File: config.mk
export PLATFORM = sky130hd
export DESIGN_NAME = afifo72_tx_drain
export DESIGN_NICKNAME = d
export VERILOG_FILES = /design/src/rtl/afifo72_tx_drain.sv
export SDC_FILE = /design/constraint.sdc
export NUM_CORES = 1
export LEC_CHECK = 0
export BUFFER_PORTS_ARGS = -buffer_cell sky130_fd_sc_hd__buf_2
export CAP_MARGIN = 20
export CELL_PAD_IN_SITES_DETAIL_PLACEMENT = 1
export CELL_PAD_IN_SITES_GLOBAL_PLACEMENT = 1
export CORE_MARGIN = 4
export CORE_UTILIZATION = 39
export CTS_CLUSTER_DIAMETER = 100
export DETAILED_ROUTE_END_ITERATION = 10
export PLACE_DENSITY = 0.82
export SLEW_MARGIN = 20
export SYNTH_ARGS = -nofsm -noshare
export SYNTH_HDL_FRONTEND = slang
export SYNTH_SLANG_ARGS = --single-unit
File: constraint.sdc
create_clock -name rd_clk -period 2.35 [get_ports rd_clk]
set_input_delay 0.3525 -clock rd_clk [delete_from_list [all_inputs] [get_ports rd_clk]]
set_output_delay 0.3525 -clock rd_clk [all_outputs]
set_load 0.05 [all_outputs]
File: src/rtl/afifo72_tx_drain.sv
// Drains a 72-bit FIFO (1-cycle read latency) into a 64-bit AXI-Stream with
// per-frame inter-frame gap insertion and frame/underrun statistics.
module afifo72_tx_drain #(
    parameter int IFG_CYCLES = 2,
    parameter int CNT_WIDTH  = 32
) (
    input  logic                 rd_clk,
    input  logic                 rst_n,
    input  logic [71:0]          fifo_dout,
    input  logic                 fifo_empty,
    output logic                 fifo_rd_en,
    output logic [63:0]          tx_tdata,
    output logic [7:0]           tx_tkeep,
    output logic                 tx_tlast,
    output logic                 tx_tvalid,
    input  logic                 tx_tready,
    output logic [CNT_WIDTH-1:0] frame_cnt,
    output logic [CNT_WIDTH-1:0] underrun_cnt
);

    // state | meaning
    // XFER  | tvalid follows buffer occupancy
    // GAP   | tvalid held low for IFG_CYCLES after a tlast handshake
    typedef enum logic {XFER = 1'b0, GAP = 1'b1} state_t;

    localparam int GW = (IFG_CYCLES > 0) ? $clog2(IFG_CYCLES + 1) : 1;

    state_t          state, state_nxt;
    logic [GW-1:0]   gap_cnt, gap_nxt;

    logic [67:0]     buf0, buf1, head;
    logic            rd_ptr, wr_ptr;
    logic [1:0]      count;
    logic            inflight;
    logic            run;
    logic            in_frame;
    logic            ur_seen;
    logic            head_vld;
    logic            pop;
    logic            push;
    logic [2:0]      occ_after;
    logic [8:0]      keep_wide;
    logic            ur_cond;
    logic            unused_bits;

    assign unused_bits = ^fifo_dout[70:67];

    assign head      = rd_ptr ? buf1 : buf0;
    assign head_vld  = (count != 2'd0);
    assign keep_wide = (9'd2 << head[66:64]) - 9'd1;

    assign tx_tdata = head_vld ? head[63:0] : 64'd0;
    assign tx_tlast = head_vld & head[67];
    assign tx_tkeep = !head_vld ? 8'h00 : (head[67] ? keep_wide[7:0] : 8'hFF);

    assign pop  = tx_tvalid & tx_tready;
    assign push = inflight;

    // Occupancy seen by the next read: a same-cycle pop frees its slot.
    assign occ_after  = {1'b0, count} + 3'(inflight) - 3'(pop);
    assign fifo_rd_en = run & ~fifo_empty & (occ_after < 3'd2);

    always_ff @(posedge rd_clk or negedge rst_n) begin
        if (!rst_n) begin
            buf0     <= '0;
            buf1     <= '0;
            rd_ptr   <= 1'b0;
            wr_ptr   <= 1'b0;
            count    <= 2'd0;
            inflight <= 1'b0;
            run      <= 1'b0;
        end else begin
            if (push) begin
                if (wr_ptr) buf1 <= {fifo_dout[71], fifo_dout[66:64], fifo_dout[63:0]};
                else        buf0 <= {fifo_dout[71], fifo_dout[66:64], fifo_dout[63:0]};
                wr_ptr <= ~wr_ptr;
            end
            if (pop) rd_ptr <= ~rd_ptr;
            count    <= count + 2'(push) - 2'(pop);
            inflight <= fifo_rd_en;
            run      <= 1'b1;
        end
    end

    always_ff @(posedge rd_clk or negedge rst_n) begin
        if (!rst_n) begin
            state   <= XFER;
            gap_cnt <= '0;
        end else begin
            state   <= state_nxt;
            gap_cnt <= gap_nxt;
        end
    end

    always_comb begin
        state_nxt = state;
        gap_nxt   = gap_cnt;
        tx_tvalid = 1'b0;
        case (state)
            XFER: begin
                tx_tvalid = head_vld;
                if (head_vld && tx_tready && tx_tlast && (IFG_CYCLES > 0)) begin
                    state_nxt = GAP;
                    gap_nxt   = GW'(IFG_CYCLES);
                end
            end
            GAP: begin
                gap_nxt = gap_cnt - GW'(1);
                if (gap_cnt == GW'(1)) state_nxt = XFER;
            end
            default: state_nxt = XFER;
        endcase
    end

    // One underrun per frame: ur_seen latches until the frame's tlast.
    assign ur_cond = in_frame & (state == XFER) & ~head_vld & ~inflight;

    always_ff @(posedge rd_clk or negedge rst_n) begin
        if (!rst_n) begin
            frame_cnt    <= '0;
            underrun_cnt <= '0;
            in_frame     <= 1'b0;
            ur_seen      <= 1'b0;
        end else begin
            if (pop) begin
                in_frame <= ~tx_tlast;
                if (tx_tlast) begin
                    frame_cnt <= frame_cnt + CNT_WIDTH'(1);
                    ur_seen   <= 1'b0;
                end
            end
            if (ur_cond && !ur_seen) begin
                underrun_cnt <= underrun_cnt + CNT_WIDTH'(1);
                ur_seen      <= 1'b1;
            end
        end
    end

endmodule

==> reports/qor.csv <==
metric,value,unit
period_needed,3.02,ns
wire_per_inst,19.5,um
multi_input_area,0.00423,mm^2
postRouteAntennaNets,0,
failed_checks,setup timing,
criticalPathCategory,reg -> out,
via_count,6878,
fp.coreArea,0.0242,mm^2
vias_per_cell,5.08,
synth.area.top_cells,"dfrtp_1, mux2_2, mux2i_1",
port_buffers,210,
max_stage_delay,0.45,ns
synth_area,0.00960,mm^2
clkTransAtPathRegs,0.06,ns
mappedNetlistNets,851,
crit_path_start_kind,flop,
crit_chain,o21ba_4 -> nand2_4 -> inv_2 -> ha_4 -> inv_2 -> ha_2 -> fa_2 -> nor4b_4 -> buf_12,
grt_usage,18.9,%
rsz0062_at_grt,yes,
setup_ws,-0.670,ns
place.gp.congestion,0.763,
cts_max_path_buffers,3,
io_pins,215,
finalMaxSlewViolations,0,
hold_ws,0.0773,ns
arrival,2.67,ns
ys_warn_count,0,
n_fill_cell,2564,
drc_errors,0,
cts_root_buffer,clkbuf_16,
ys_types,38,
worst-path-buf-inv,3,
critPathTopFamily,adder cells,
num_rows,57,
cts_tree,yes,
finalPower,20.5,mW
synth_flop_cell,dfrtp_1,
worst-slew-pin-transition,0.632,ns
regArea,0.00528,mm^2
initial_utilization,39.6,%
leakagePower,6.16,nW
slew_headroom,57.9,%
insertion_delay,0.50,ns
dieArea,0.0272,mm^2
drive_gt1_share,47.7,%
min_path_type,in -> reg,
finalCritPeriodShare,129,%
first_pass_iters,4,
peakVddDrop,998,uV
place_hpwl,16600,um
synth_edf_count,0,
hold_violations,0,
grt_pass1_vias,7728,
grt_pass1_wl,41400,um
fmax,0.331,GHz
slowest_stage,fa_2,
setup_viol,1,
drt_first_iter_violations,254,
routed_wirelength,26400,um
critPathMaxFanout,2,
maxCapViolCount,0,
antenna_found_initial,4,
synth_cells,769,
critPathCaptureType,output pin,
cts_buffers,23,
synth_top_area_share,55.0,%
ys_seq_area_share,55.0,%
status,finished with violations,
ys_ff_latch,211,
die_width,165,um
syn_avg_cell_area,12.5,um^2
yosysTopAreaCell,dfrtp_1,
crit_required,2.00,ns
syn_to_final_growth,31.3,%
overflow,0,
dieHeight,165,um
worst_path_most_repeated_cell,inv_2,
grt_max_degree,70,
h-tree-depth,1,
power.density,1630,mW/mm^2
fin_worst_skew,0.0116,ns
cts_sinks,211,
async_reset_ff_share,100,%
nets,1094,
-- stage by stage --
step	TNS, ns	worst slack, ns	cell area, um^2	cells	utilization [%]
finish	-0.670	-0.670	12600	1354	52.0
global route	-0.855	-0.766	12600	1354	52.0
CTS	-0.712	-0.712	12400	1347	51.0
detailed placement	-0.285	-0.285	11300	1294	46.6
global placement	-0.195	-0.195	11300	1294	46.6
floorplan	-0.815	-0.488	9640	769	-
-- path summary, 6_finish.rpt --
path / slack, ns / end / start / cells past startpoint
min in group asynchronous: 0.48 / buf1[44]$_DFFE_PN0P_ / rst_n / 2
hold reg to reg: 0.49 / underrun_cnt[31]$_DFFE_PN0P_ / underrun_cnt[31]$_DFFE_PN0P_ / 1
setup / recovery: -0.67 / fifo_rd_en / count[0]$_DFF_PN0_ / 9
hold / removal: 0.08 / inflight$_DFF_PN0_ / fifo_empty / 2
max in group asynchronous: 1.14 / buf1[9]$_DFFE_PN0P_ / rst_n / 3
setup reg to reg: 0.25 / inflight$_DFF_PN0_ / count[0]$_DFF_PN0_ / 8
-- cell usage in the layout (no fill, tap or decap), types with 4 or more instances in the layout --
cell,synthesis,final
o21ai_0,5,4
clkbuf_16,0,24
mux2_2,140,140
buf_4,1,35
clkbuf_8,0,10
nor2_1,81,60
buf_12,0,10
dfrtp_1,211,210
clkbuf_1,10,4
and3_1,10,10
nor3_2,9,9
inv_1,19,16
and4_1,8,8
nand2_1,28,25
nor4_1,5,5
xnor2_1,36,36
nand4_1,20,20
nor2_2,0,18
buf_2,16,174
xor2_1,29,29
mux2i_1,65,65
nand3_1,25,25
nor3_1,11,11
buf_6,1,31
-- cells in the mapped netlist (all sizes together), types with 3 or more instances --
library cell	n
and2	4
and3	10
and4	8
buf	28
clkbuf	10
dfrtp	211
ha	5
inv	19
mux2	140
mux2i	65
nand2	28
nand3	25
nand4	22
nor2	81
nor3	20
nor4	6
o21ai	5
or2	3
xnor2	36
xor2	29
-- where the power goes --
part	switching (mW)	leakage [nW]	total, mW	internal [mW]
registers	0.770	2.64	5.75	4.98
logic	6.95	3.13	11.1	4.13
clock network	1.42	0.393	3.71	2.29
-- per-layer routing --
layer | global-route usage, % | share of wire (%) | wire (um)
met4 | 4.23 | 1.8 | 471
met2 | 34.3 | 52 | 13600
met3 | 4.07 | 5.3 | 1390
met5 | 0 | 0.099 | 26
met1 | 23.0 | 41 | 10900
-- cells by family after synthesis --
| kind of cell | count (synthesis) | synth area share [%] |
|---|---|---|
| compound gates | 11 | 0.730 |
| buf+inv | 57 | 2.55 |
| simple gates | 213 | 11.7 |
| xor+xnor | 65 | 5.93 |
| mux | 205 | 23.2 |
| flops | 211 | 55.0 |
| other cells | 1 | 0.0391 |
| fa+ha+maj | 6 | 0.860 |
-- area by class of cell --
type / count / share of cell area, %
multi-input cells: 501 / 33.6
well taps: 324 / 3.22
clock buffers: 36 / 5.67
flip-flops and latches: 211 / 41.9
repair buffers: 256 / 14.4
inverters: 19 / 0.586
diodes: 2 / 0.0397
clock inverters: 5 / 0.596
-- sequential cells by signal, indices dropped and copies added (netlist names) --
signal / count
rd_ptr: 1
in_frame: 1
ur_seen: 1
run: 1
state: 1
underrun_cnt: 32
buf1: 68
buf0: 68
frame_cnt: 32
gap_cnt: 2
inflight: 1
wr_ptr: 1
count: 2
-- timing repair --
action,in CTS,in global routing
hold buffers,1,0
gates resized for setup,38,71
endpoints found under the hold margin,61,0
endpoints found under the setup margin,51,52
pin swaps,3,0
gates cloned,3,1
setup buffers,8,5
No activity file was read; power rests on OpenSTA's default activity.
